--- src/rtl/interrupt_sequencer.sv ---
// ============================================================================
// Module      : interrupt_sequencer
// Description : 6502 interrupt-entry microsequencer (RESET/NMI/IRQ/BRK):
//               two dummy reads, three stack pushes, two-byte vector fetch.
// Revision    : 1.0 - initial release
// ============================================================================
`timescale 1ns/1ps
`default_nettype none

module interrupt_sequencer (
    input  logic        clk_ph1,
    input  logic        rst,
    input  logic        start,
    input  logic        brk,
    input  logic        nmi_pending,
    input  logic        rdy,
    input  logic [15:0] pc,
    input  logic [7:0]  p,
    input  logic [7:0]  sp,
    input  logic [7:0]  data_in,
    output logic [15:0] addr,
    output logic [7:0]  data_out,
    output logic        rw,
    output logic        busy,
    output logic        sp_dec,
    output logic        set_i,
    output logic        pc_load,
    output logic [15:0] pc_new,
    output logic        int_clr,
    output logic        nmi_clr,
    output logic        done
);

    typedef enum logic [2:0] {
        S_IDLE     = 3'd0,
        S_DUMMY0   = 3'd1,
        S_DUMMY1   = 3'd2,
        S_PUSH_PCH = 3'd3,
        S_PUSH_PCL = 3'd4,
        S_PUSH_P   = 3'd5,
        S_VEC_LO   = 3'd6,
        S_VEC_HI   = 3'd7
    } state_t;

    typedef enum logic [1:0] {
        K_RESET = 2'd0,
        K_NMI   = 2'd1,
        K_IRQ   = 2'd2,
        K_BRK   = 2'd3
    } kind_t;

    localparam logic [15:0] c_VEC_NMI   = 16'hFFFA;
    localparam logic [15:0] c_VEC_RESET = 16'hFFFC;
    localparam logic [15:0] c_VEC_IRQ   = 16'hFFFE;
    localparam logic [7:0]  c_STACK_PG  = 8'h01;

    state_t      state_q, state_d;
    kind_t       kind_q, kind_d;
    logic [15:0] pc_l_q, pc_l_d;
    logic [7:0]  p_l_q, p_l_d;
    logic [15:0] vec_q, vec_d;
    logic [7:0]  vec_lo_q, vec_lo_d;

    logic        w_take_nmi;
    logic        w_is_reset;
    logic [7:0]  w_status_push;

    // A pending NMI hijacks IRQ/BRK up to the moment the vector is chosen.
    assign w_take_nmi    = (kind_q == K_NMI) ||
                           (((kind_q == K_IRQ) || (kind_q == K_BRK)) && nmi_pending);
    assign w_is_reset    = (kind_q == K_RESET);
    assign w_status_push = ((p_l_q | 8'h20) & 8'hEF) |
                           {3'b000, (kind_q == K_BRK), 4'b0000};
    assign pc_new        = {data_in, vec_lo_q};

    always_ff @(posedge clk_ph1 or negedge rst) begin
        if (!rst) begin
            state_q  <= S_DUMMY0;
            kind_q   <= K_RESET;
            pc_l_q   <= 16'h0000;
            p_l_q    <= 8'h00;
            vec_q    <= 16'h0000;
            vec_lo_q <= 8'h00;
        end else begin
            state_q  <= state_d;
            kind_q   <= kind_d;
            pc_l_q   <= pc_l_d;
            p_l_q    <= p_l_d;
            vec_q    <= vec_d;
            vec_lo_q <= vec_lo_d;
        end
    end

    always_comb begin
        state_d  = state_q;
        kind_d   = kind_q;
        pc_l_d   = pc_l_q;
        p_l_d    = p_l_q;
        vec_d    = vec_q;
        vec_lo_d = vec_lo_q;

        addr     = 16'h0000;
        data_out = 8'h00;
        rw       = 1'b1;
        busy     = 1'b1;
        sp_dec   = 1'b0;
        set_i    = 1'b0;
        pc_load  = 1'b0;
        int_clr  = 1'b0;
        nmi_clr  = 1'b0;
        done     = 1'b0;

        case (state_q)
            S_IDLE: begin
                busy = 1'b0;
                if (start) begin
                    pc_l_d  = pc;
                    p_l_d   = p;
                    if (brk) begin
                        kind_d = K_BRK;
                    end else if (nmi_pending) begin
                        kind_d = K_NMI;
                    end else begin
                        kind_d = K_IRQ;
                    end
                    state_d = S_DUMMY0;
                end
            end

            S_DUMMY0: begin
                addr = pc_l_q;
                if (rdy) begin
                    state_d = S_DUMMY1;
                end
            end

            S_DUMMY1: begin
                addr = pc_l_q + 16'd1;
                if (rdy) begin
                    state_d = S_PUSH_PCH;
                end
            end

            // Push cycles never stall; RESET turns them into reads.
            S_PUSH_PCH: begin
                addr     = {c_STACK_PG, sp};
                sp_dec   = 1'b1;
                rw       = w_is_reset;
                data_out = pc_l_q[15:8];
                state_d  = S_PUSH_PCL;
            end

            S_PUSH_PCL: begin
                addr     = {c_STACK_PG, sp};
                sp_dec   = 1'b1;
                rw       = w_is_reset;
                data_out = pc_l_q[7:0];
                state_d  = S_PUSH_P;
            end

            S_PUSH_P: begin
                addr     = {c_STACK_PG, sp};
                sp_dec   = 1'b1;
                rw       = w_is_reset;
                data_out = w_status_push;
                nmi_clr  = w_take_nmi;
                if (w_is_reset) begin
                    vec_d = c_VEC_RESET;
                end else if (w_take_nmi) begin
                    vec_d = c_VEC_NMI;
                end else begin
                    vec_d = c_VEC_IRQ;
                end
                state_d = S_VEC_LO;
            end

            S_VEC_LO: begin
                addr  = vec_q;
                set_i = rdy;
                if (rdy) begin
                    vec_lo_d = data_in;
                    state_d  = S_VEC_HI;
                end
            end

            S_VEC_HI: begin
                addr    = vec_q + 16'd1;
                pc_load = rdy;
                int_clr = rdy;
                done    = rdy;
                if (rdy) begin
                    state_d = S_IDLE;
                end
            end

            default: begin
                busy    = 1'b0;
                state_d = S_IDLE;
            end
        endcase
    end

endmodule

`default_nettype wire

--- config.mk ---
export PLATFORM = sky130hd
export DESIGN_NAME = interrupt_sequencer
export DESIGN_NICKNAME = d
export VERILOG_FILES = /design/src/rtl/interrupt_sequencer.sv
export SDC_FILE = /design/constraint.sdc
export NUM_CORES = 1
export LEC_CHECK = 0
export CORE_ASPECT_RATIO = 1.1
export CORE_UTILIZATION = 49
export DETAILED_ROUTE_END_ITERATION = 6
export GPL_TIMING_DRIVEN = 0
export PLACE_DENSITY = 0.95
export SETUP_SLACK_MARGIN = 0.05
export SYNTH_ARGS = -nofsm -noshare
export SYNTH_HDL_FRONTEND = slang
export SYNTH_SLANG_ARGS = --single-unit
--- constraint.sdc ---
create_clock -name clk_ph1 -period 5.5 [get_ports clk_ph1]
set_clock_uncertainty 0.05 [all_clocks]
set_input_delay 1.1 -clock clk_ph1 [delete_from_list [all_inputs] [get_ports clk_ph1]]
set_output_delay 1.1 -clock clk_ph1 [all_outputs]
set_load 0.05 [all_outputs]
==> flow_summary_export.csv, run 1 <==
group,metric,value,unit
timing,fin_crit,5270,ps
clock_tree,cts_tree,"done",
layout,fin_nets,434,
route,vias,2699,
synthesis,yosysTopAreaCellShare,0.358,
critical_path,cp_max_fo,10,
outcome,status,"finished, violations left",
timing,tightest_slew,831,ps
global_routing,grt_pass1_vias,2554,
critical_path,cp_data_required_time,4350,ps
synthesis,synthCells,285,
timing,setup_tns,0,ps
route,drt-total-wl,7.94,mm
clock_tree,cts_setup_buffers,0,
clock_tree,clk_pin_slew,80,ps
route,wl_per_cell,18.0,um
layout,area_growth,42.4,%
place,hpwl,5.68,mm
critical_path,crit_type,"flip-flop to output pin",
layout,final_core_util,0.732,
synthesis,synth_edf_count,0,
layout,stdcell_area,3690,um2
clock_tree,ctsRootBufferMaster,"clkbuf_8",
clock_tree,cts_buffers,5,
synthesis,synth_fp_nets,336,
clock_tree,insertion_delay,300,ps
clock_tree,cts_buffer_depth,2,
critical_path,critical_path.most_common_cell,"nand2_1",
timing,max_slew_margin,0.446,
synthesis,synth_commonest_cells,"nand2_1, dfrtp_1, mux2_2",
route,drtAntennaViolNets,0,
synthesis,synth_most_common_cell,"nand2_1",
min_path,hold_path_class,"flip-flop to flip-flop",
global_routing,grt_pass1_wl,12.9,mm
synthesis,netlist_area,2590,um2
floorplanning,fp.dieW,71.3,um
route,drtIter0Drc,360,
floorplanning,die_area,5580,um2
route,first_pass_iters,7,
synthesis,ys_seq_area_frac,0.368,
synthesis,postSynth.asyncResetShare,1.00,
critical_path,cpMaxStageDelayCell,"clkdlybuf4s50_1",
run,maxCapViolations,0,
synthesis,ys_warn_count,0,
floorplanning,fp.dieH,78.2,um
global_routing,grt_usage,0.299,
timing,final_hold_viol_count,0,
route,drcViolationCount,3,
timing,fin_crit_sh,0.959,
synthesis,synth_area_per_cell,9.08,um2
timing,max_freq,190,MHz
clock_tree,cts_sinks,38,
synthesis,ys_types,50,
floorplanning,placementRows,27,
outcome,failed_checks,"DRC",
layout,n_antenna_cell,0,
place,place_congestion,0.941,
synthesis,synthFlopType,"dfrtp_1",
critical_path,start_kind,"flip-flop",
timing,slew_violations,0,
route,viasPerCell,6.11,
floorplanning,pin_count,94,
timing,setup-violations-final,0,
critical_path,arrival,4120,ps
synthesis,synth_seq_cells,38,
floorplanning,initial_core_util,0.514,
global_routing,grt_max_degree,39,
clock_tree,htreeDepth,2,
timing,rsz0062_at_grt,"false",
floorplanning,fp.coreArea,5030,um2
synthesis,yosys-top-cells-area,"dfrtp_1, mux2_2, nand2_1, nand3_1, buf_4",
layout,layout-drive-gt1-share,0.169,
critical_path,cp_cell_sequence,"ha_1 > buf_6 > nand2_1 > clkbuf_1 > nand2_1 > nand2_1 > ha_1 > nand2_1 > mux2i_2 > o21ai_1 > mux2i_1 > a311o_1 > clkdlybuf4s50_1",
global_routing,globalRouteOverflowTotal,0,
critical_path,cp_slowest_stage_delay,700,ps
timing,hold_ws,462,ps
synthesis,yosysTopAreaCell,"dfrtp_1",
place,place.port_buffers,91,
global_routing,antenna_found_initial,0,
critical_path,critPathCaptureType,"output pin",
place,place_area,3570,um2
[path summary, 6_finish.rpt]
kind / depth (start not counted) / endpoint / startpoint / slack [ps]
worst max-delay path: 13 / addr[12] / state_q[1] / 230
worst min-delay path: 1 / p_l_q[7] / p_l_q[7] / 460
worst max register to register: 8 / state_q[2] / state_q[0] / 2970
worst min register to register: 1 / p_l_q[7] / p_l_q[7] / 460
max in group asynchronous: 1 / pc_l_q[10] / rst / 4030
min in group asynchronous: 1 / vec_lo_q[6] / rst / 840
[worst max-delay path: cells and delay by family (launching register included)]
kind,cells,cell delay (ps)
AND/OR/NAND/NOR,4,570
AO/OA/AOI/OAI,2,570
flip-flops,1,410
buffers and inverters,3,1260
multiplexers,2,600
adder cells (fa/ha/maj),2,420
[layout make-up]
class / instances / area [um2]
Inverter: 6 / 22.5
Tap cell: 58 / 72.6
Fill cell: 331 / 1350
Sequential cell: 38 / 952
Timing Repair Buffer: 91 / 911
Clock buffer: 5 / 68.8
Buffer: 31 / 173
Multi-Input combinational cell: 210 / 1440
Clock inverter: 3 / 45.0
[sequential cells by signal, summed over array words and instances (netlist names)]
| register | cells |
|---|---|
| pc_l_q | 16 |
| p_l_q | 6 |
| vec_lo_q | 8 |
| state_q | 3 |
| kind_q | 2 |
| vec_q | 3 |
[layer usage]
layer  up-vias  GRT usage  part of all wire
li1       1209          -                 -
met1      1279      0.381              0.38
met2       184      0.504              0.50
met3        27     0.0565             0.089
met4         0      0.106             0.027
met5         -          0                 0
[kinds of logic (layout without fill, tap and decap cells)]
kind of cell               Yosys count  in the layout  share of synthesized area
and+or+nand+nor                    104            104                      0.200
AOI/OAI and AO/OA                   61             61                      0.162
DFF                                 38             38                      0.368
buffers and inverters               37            136                     0.0754
muxes                               35             35                      0.154
adders and majority gates            5              5                     0.0242
xor gates and xnor gates             5              5                     0.0169
[placed cells by master (no fill, tap or decap), types with 4 or more instances in the layout]
master           synthesis  routed
clkdlybuf4s50_1          0      88
inv_1                    6       6
nor2_1                  10      10
nand3_1                 17      17
a221o_1                  5       5
and3_1                   5       5
mux2_2                  31      31
clkbuf_8                 0       5
ha_1                     5       5
nor2b_1                  4       4
nand2_1                 48      48
o21ai_0                 14      14
o22ai_1                  4       4
a221oi_1                 4       4
dfrtp_1                 37      37
buf_4                   10      10
clkbuf_1                15      15
xor2_1                   5       5
a21oi_1                 11      11
buf_2                    3       4
a22oi_1                  7       7
[metrics by stage]
stage,cells,worst slack [ps]
floorplan,285,1010
global placement,434,729
detailed placement,434,603
CTS,442,229
global route,442,83.4
finish,442,225
[timing repair]
item	in CTS	in global routing
gates resized for setup	0	2
setup endpoints to repair	0	2
hold buffers	0	0
Power of run 1 is left out: the tool's default activity adds up to more than one toggle a clock period on the data nets, which glitch-free logic cannot reach.
==> inputs of run 2 (changes only) <==
--- a/config.mk
+++ b/config.mk
@@ -10,6 +10,7 @@
 export DETAILED_ROUTE_END_ITERATION = 6
 export GPL_TIMING_DRIVEN = 0
 export PLACE_DENSITY = 0.95
+export REMOVE_ABC_BUFFERS = 1
 export SETUP_SLACK_MARGIN = 0.05
 export SYNTH_ARGS = -nofsm -noshare
 export SYNTH_HDL_FRONTEND = slang
==> run 2 against run 1 <==
  * The run still ends with DRC left
  * Maximum frequency up 4.7%
  * Core utilization shrank 3.9 points
  * Global-route usage shrank 1.3 points
  * Critical path type unchanged
  * Largest cell class unchanged
  * Highest routed layer unchanged
==> flow_summary_export.csv, run 2 (synthesis results as in run 1) <==
group,metric,value,unit
timing,max_freq,199,MHz
min_path,hold_path_class,"flip-flop to flip-flop",
layout,fin_nets,403,
outcome,status,"finished, violations left",
global_routing,globalRouteOverflowTotal,0,
route,drtAntennaViolNets,0,
global_routing,antenna_found_initial,0,
critical_path,start_kind,"flip-flop",
layout,largest_reg_flops,16,
timing,fin_crit,5040,ps
critical_path,cpMaxStageDelayCell,"clkdlybuf4s50_1",
route,first_pass_iters,7,
layout,layout_commonest_cell,"clkdlybuf4s50_1",
clock_tree,cts_resized,0,
clock_tree,insertion_delay,300,ps
timing,fin_crit_sh,0.916,
route,drtIter0Drc,393,
global_routing,grt_usage,0.286,
clock_tree,cts_sinks,38,
global_routing,grt_pass1_wl,12.3,mm
timing,setup_tns,0,ps
timing,slew_violations,0,
route,viasPerCell,6.50,
place,placed_cells,403,
critical_path,cp_cell_sequence,"ha_1 > nand2_1 > and2_1 > ha_1 > nand2_1 > mux2i_2 > o21ai_1 > or3_1 > nand3_1 > clkdlybuf4s50_1",
floorplanning,initial_core_util,0.514,
critical_path,reg2reg_from,"state_q[0]",
timing,tightest_slew,1190,ps
global_routing,grt_pass1_vias,2576,
floorplanning,fp.dieW,71.3,um
clock_tree,htreeDepth,2,
floorplanning,die_area,5580,um2
critical_path,setup.worst_path.start,"state_q[1]",
critical_path,arrival,3890,ps
place,hpwl,5.39,mm
route,vias,2673,
critical_path,cp_data_required_time,4350,ps
layout,fin_cells,411,
floorplanning,fp.dieH,78.2,um
route,drt-total-wl,7.61,mm
place,place_congestion,0.935,
layout,n_antenna_cell,0,
min_path,min-delay-start,"p_l_q[1]",
timing,fin_ws,464,ps
critical_path,cp_slowest_stage_delay,810,ps
clock_tree,clk_pin_slew,80,ps
run,maxCapViolations,0,
clock_tree,cts_buffers,5,
critical_path,crit_type,"flip-flop to output pin",
clock_tree,ctsRootBufferMaster,"clkbuf_8",
critical_path,cp_max_fo,14,
clock_tree,cts_setup_buffers,0,
critical_path,r2r_setup_slack,2790,ps
route,wl_per_cell,18.5,um
global_routing,grt_max_degree,39,
route,drcViolationCount,2,
layout,final_cell_mix,"clkdlybuf4s50_1, nand2_1, dfrtp_1, mux2_2, nand3_1",
critical_path,critPathCaptureType,"output pin",
clock_tree,cts_tree,"done",
place,place_ws,877,ps
layout,largest_registers,"pc_l_q (16), vec_lo_q (8), p_l_q (6)",
layout,largest-register,"pc_l_q",
floorplanning,pin_count,94,
floorplanning,placementRows,27,
layout,layout-drive-gt1-share,0.142,
timing,setup-violations-final,0,
clock_tree,cts_buffer_depth,2,
outcome,failed_checks,"DRC",
floorplanning,fp.coreArea,5030,um2
timing,rsz0062_at_grt,"false",
timing,max_slew_margin,0.206,
place,place.port_buffers,91,
clock_tree,holdBufCountCts,0,
timing,hold_ws,460,ps
layout,area_growth,34.8,%
timing,final_hold_viol_count,0,
-- run 2: cell types whose count changed in the layout (fill, tap and decap cells not counted), sizes merged --
cell / before / now
buf: 17 / 1
bufinv: 1 / 0
clkbuf: 20 / 6
clkdlybuf4s50: 88 / 90
clkinv: 0 / 1
clkinvlp: 2 / 1
dlymetal6s2s: 2 / 0
-- run 2: worst max-delay path: cells and delay by family, from the launching register on --
kind / cells / cell delay [ps]
AO/OA/AOI/OAI: 1 / 200
multiplexers: 1 / 420
buffers and inverters: 1 / 810
flip-flops: 1 / 420
adder cells (fa/ha/maj): 2 / 530
AND/OR/NAND/NOR: 5 / 1210
-- run 2: per-layer routing --
layer,part of all wire,routed length (um),GRT usage,vias up
li1,-,-,-,1155
met1,0.35,2700,0.338,1258
met2,0.50,3840,0.476,211
met3,0.091,692,0.0629,49
met4,0.050,381,0.166,0
met5,0,0,0,-
-- run 2: metrics by stage --
| stage | instance area, um2 | util |
|---|---|---|
| global placement | 3400 | 0.675 |
| CTS | 3490 | 0.693 |
| floorplan | 2420 | - |
| global route | 3490 | 0.693 |
| detailed placement | 3390 | 0.674 |
| finish | 3490 | 0.693 |
-- run 2: cell type report --
| cell class | count | area (um2) |
|---|---|---|
| sequential | 38 | 952 |
| clock inverter | 2 | 12.5 |
| tap | 58 | 72.6 |
| timing repair buffer | 91 | 906 |
| multi-input combinational | 210 | 1440 |
| clock buffer | 6 | 82.6 |
| fill | 345 | 1540 |
| inverter | 6 | 22.5 |
-- run 2: worst paths after layout --
check,end,cells after the start
max in group asynchronous,pc_l_q[6],1
hold / removal,p_l_q[1],1
setup reg to reg,state_q[1],5
setup / recovery,addr[8],10
hold reg to reg,p_l_q[1],1
min in group asynchronous,vec_lo_q[1],1
Power of run 2 is left out for the same reason.
==> inputs of run 3 (changes only) <==
--- a/config.mk
+++ b/config.mk
@@ -6,10 +6,10 @@
 export NUM_CORES = 1
 export LEC_CHECK = 0
 export CORE_ASPECT_RATIO = 1.1
-export CORE_UTILIZATION = 49
+export CORE_UTILIZATION = 45
 export DETAILED_ROUTE_END_ITERATION = 6
 export GPL_TIMING_DRIVEN = 0
-export PLACE_DENSITY = 0.95
+export PLACE_DENSITY = 0.89
 export REMOVE_ABC_BUFFERS = 1
 export SETUP_SLACK_MARGIN = 0.05
 export SYNTH_ARGS = -nofsm -noshare
==> constraint.sdc (replaced) <==
create_clock -name clk_ph1 -period 4.7 [get_ports clk_ph1]
set_clock_uncertainty 0.05 [all_clocks]
set_input_delay 0.94 -clock clk_ph1 [delete_from_list [all_inputs] [get_ports clk_ph1]]
set_output_delay 0.94 -clock clk_ph1 [all_outputs]
set_load 0.05 [all_outputs]
==> run 3 against run 2 <==
  * The run now ends clean
  * Critical endpoint unchanged
  * Global-route usage shrank 2.6 points
  * Worst hold slack improved by 1.8 ps
  * Flip-flop and latch count unchanged
  * Register-to-register slack worse by 740 ps
  * First-iteration DRC count up 5.6%
  * Via count decreased by 5.6%
  * Non-clock buffer count stayed put
  * Core utilization down 4.1 points
  * Clock-buffer cell count is 1 lower
==> flow_summary_export.csv, run 3 (synthesis results as in run 1) <==
group,metric,value,unit
outcome,status,"completed",
critical_path,crit_type,"flip-flop to output pin",
timing,max_freq,227,MHz
critical_path,arrival,3410,ps
critical_path,cp_slowest_stage_delay,570,ps
floorplanning,fp.coreArea,5470,um2
timing,tightest_slew,1190,ps
clock_tree,clk_pin_slew,80,ps
route,drtAntennaViolNets,0,
global_routing,grt_pass1_vias,2447,
clock_tree,cts_sinks,38,
global_routing,grt_usage,0.260,
timing,max_slew_margin,0.207,
layout,n_antenna_cell,0,
route,first_pass_iters,6,
timing,final_hold_viol_count,0,
critical_path,critPathCaptureType,"output pin",
floorplanning,pin_count,94,
critical_path,setup.worst_path.start,"state_q[0]",
layout,final_cell_mix,"clkdlybuf4s50_1, nand2_1, dfrtp_1, mux2_2, nand3_1",
route,drt-total-wl,7.21,mm
layout,layout_commonest_cell,"clkdlybuf4s50_1",
layout,layout-drive-gt1-share,0.153,
place,place_congestion,0.918,
timing,fin_crit,4400,ps
run,maxCapViolations,0,
place,place.port_buffers,91,
floorplanning,placementRows,28,
critical_path,cpMaxStageDelayCell,"dfstp_2",
critical_path,cp_data_required_time,3710,ps
route,drcViolationCount,0,
clock_tree,holdBufCountCts,0,
timing,setup-violations-final,0,
layout,num-fill-cells,439,
critical_path,reg2reg_from,"state_q[0]",
clock_tree,insertion_delay,300,ps
floorplanning,die_area,6060,um2
clock_tree,ctsRootBufferMaster,"clkbuf_8",
min_path,min-delay-start,"vec_lo_q[6]",
route,wl_per_cell,16.8,um
min_path,hold_path_class,"flip-flop to flip-flop",
clock_tree,cts_tree,"done",
clock_tree,cts_buffer_depth,2,
clock_tree,cts_setup_buffers,0,
min_path,holdPathStages,1,
critical_path,cp_max_fo,10,
timing,rsz0062_at_grt,"false",
timing,fin_crit_sh,0.937,
route,drtIter0Drc,415,
global_routing,grt_pass1_wl,11.9,mm
layout,largest_reg_flops,16,
global_routing,antenna_found_initial,0,
floorplanning,fp.dieW,74.3,um
critical_path,cp_cell_sequence,"ha_2 > and2_4 > nand2_1 > nand2_1 > ha_1 > nand2_1 > mux2i_4 > o21ai_1 > or3_1 > nand3_1 > dlygate4sd2_1",
route,vias,2524,
timing,setup_tns,0,ps
route,viasPerCell,5.90,
layout,largest_registers,"pc_l_q (16), vec_lo_q (8), p_l_q (6)",
clock_tree,cts_resized,5,
critical_path,start_kind,"flip-flop",
place,hpwl,5.15,mm
clock_tree,htreeDepth,2,
layout,area_growth,37.6,%
layout,fin_nets,403,
critical_path,critical_path.most_common_cell,"nand2_1",
critical_path,reg2reg_depth,5,
timing,slew_violations,0,
floorplanning,initial_core_util,0.474,
global_routing,grt_max_degree,39,
global_routing,globalRouteOverflowTotal,0,
layout,largest-register,"pc_l_q",
clock_tree,cts_buffers,5,
floorplanning,fp.dieH,81.6,um
[run 3: final timing paths]
kind / to / slack [ps]
min in group asynchronous: vec_lo_q[3] / 700
worst max register to register: state_q[1] / 2050
worst min register to register: vec_lo_q[6] / 460
max in group asynchronous: pc_l_q[11] / 3360
worst min-delay path: vec_lo_q[6] / 460
worst max-delay path: addr[8] / 300
[run 3: layout make-up]
type / count / area [um2] / share of cell area
clock inverters: 3 / 68.8 / 0.0193
repair buffers: 91 / 898 / 0.252
inverters: 6 / 22.5 / 0.00632
well taps: 75 / 93.8 / 0.0263
multi-input cells: 210 / 1460 / 0.409
clock buffers: 5 / 68.8 / 0.0193
flip-flops and latches: 38 / 952 / 0.267
[run 3: routing by layer]
metal / share of wire / global-route usage / vias to the layer above
met4: 0.026 / 0.115 / 0
li1: - / - / 1153
met2: 0.49 / 0.408 / 154
met5: 0 / 0 / -
met3: 0.099 / 0.0577 / 25
met1: 0.38 / 0.344 / 1192
[run 3: worst max-delay path: cells and delay by family, from the launching register on]
family | cells | cell delay, ps
buf+inv | 1 | 530
compound gates | 1 | 180
mux | 1 | 310
simple gates | 6 | 1020
fa+ha+maj | 2 | 510
flops | 1 | 570
[run 3: through the flow]
stage	worst slack (ps)	area, um2	hold WS (ps)	cells	util
3_5_place_dp	216	3420	444	420	0.625
4_1_cts	77.6	3550	463	428	0.649
5_1_grt	70.2	3560	475	428	0.652
3_3_place_gp	323	3420	437	420	0.626
2_1_floorplan	445	2420	418	254	-
6_report	297	3560	462	428	0.652
Power of run 3 is left out for the same reason.
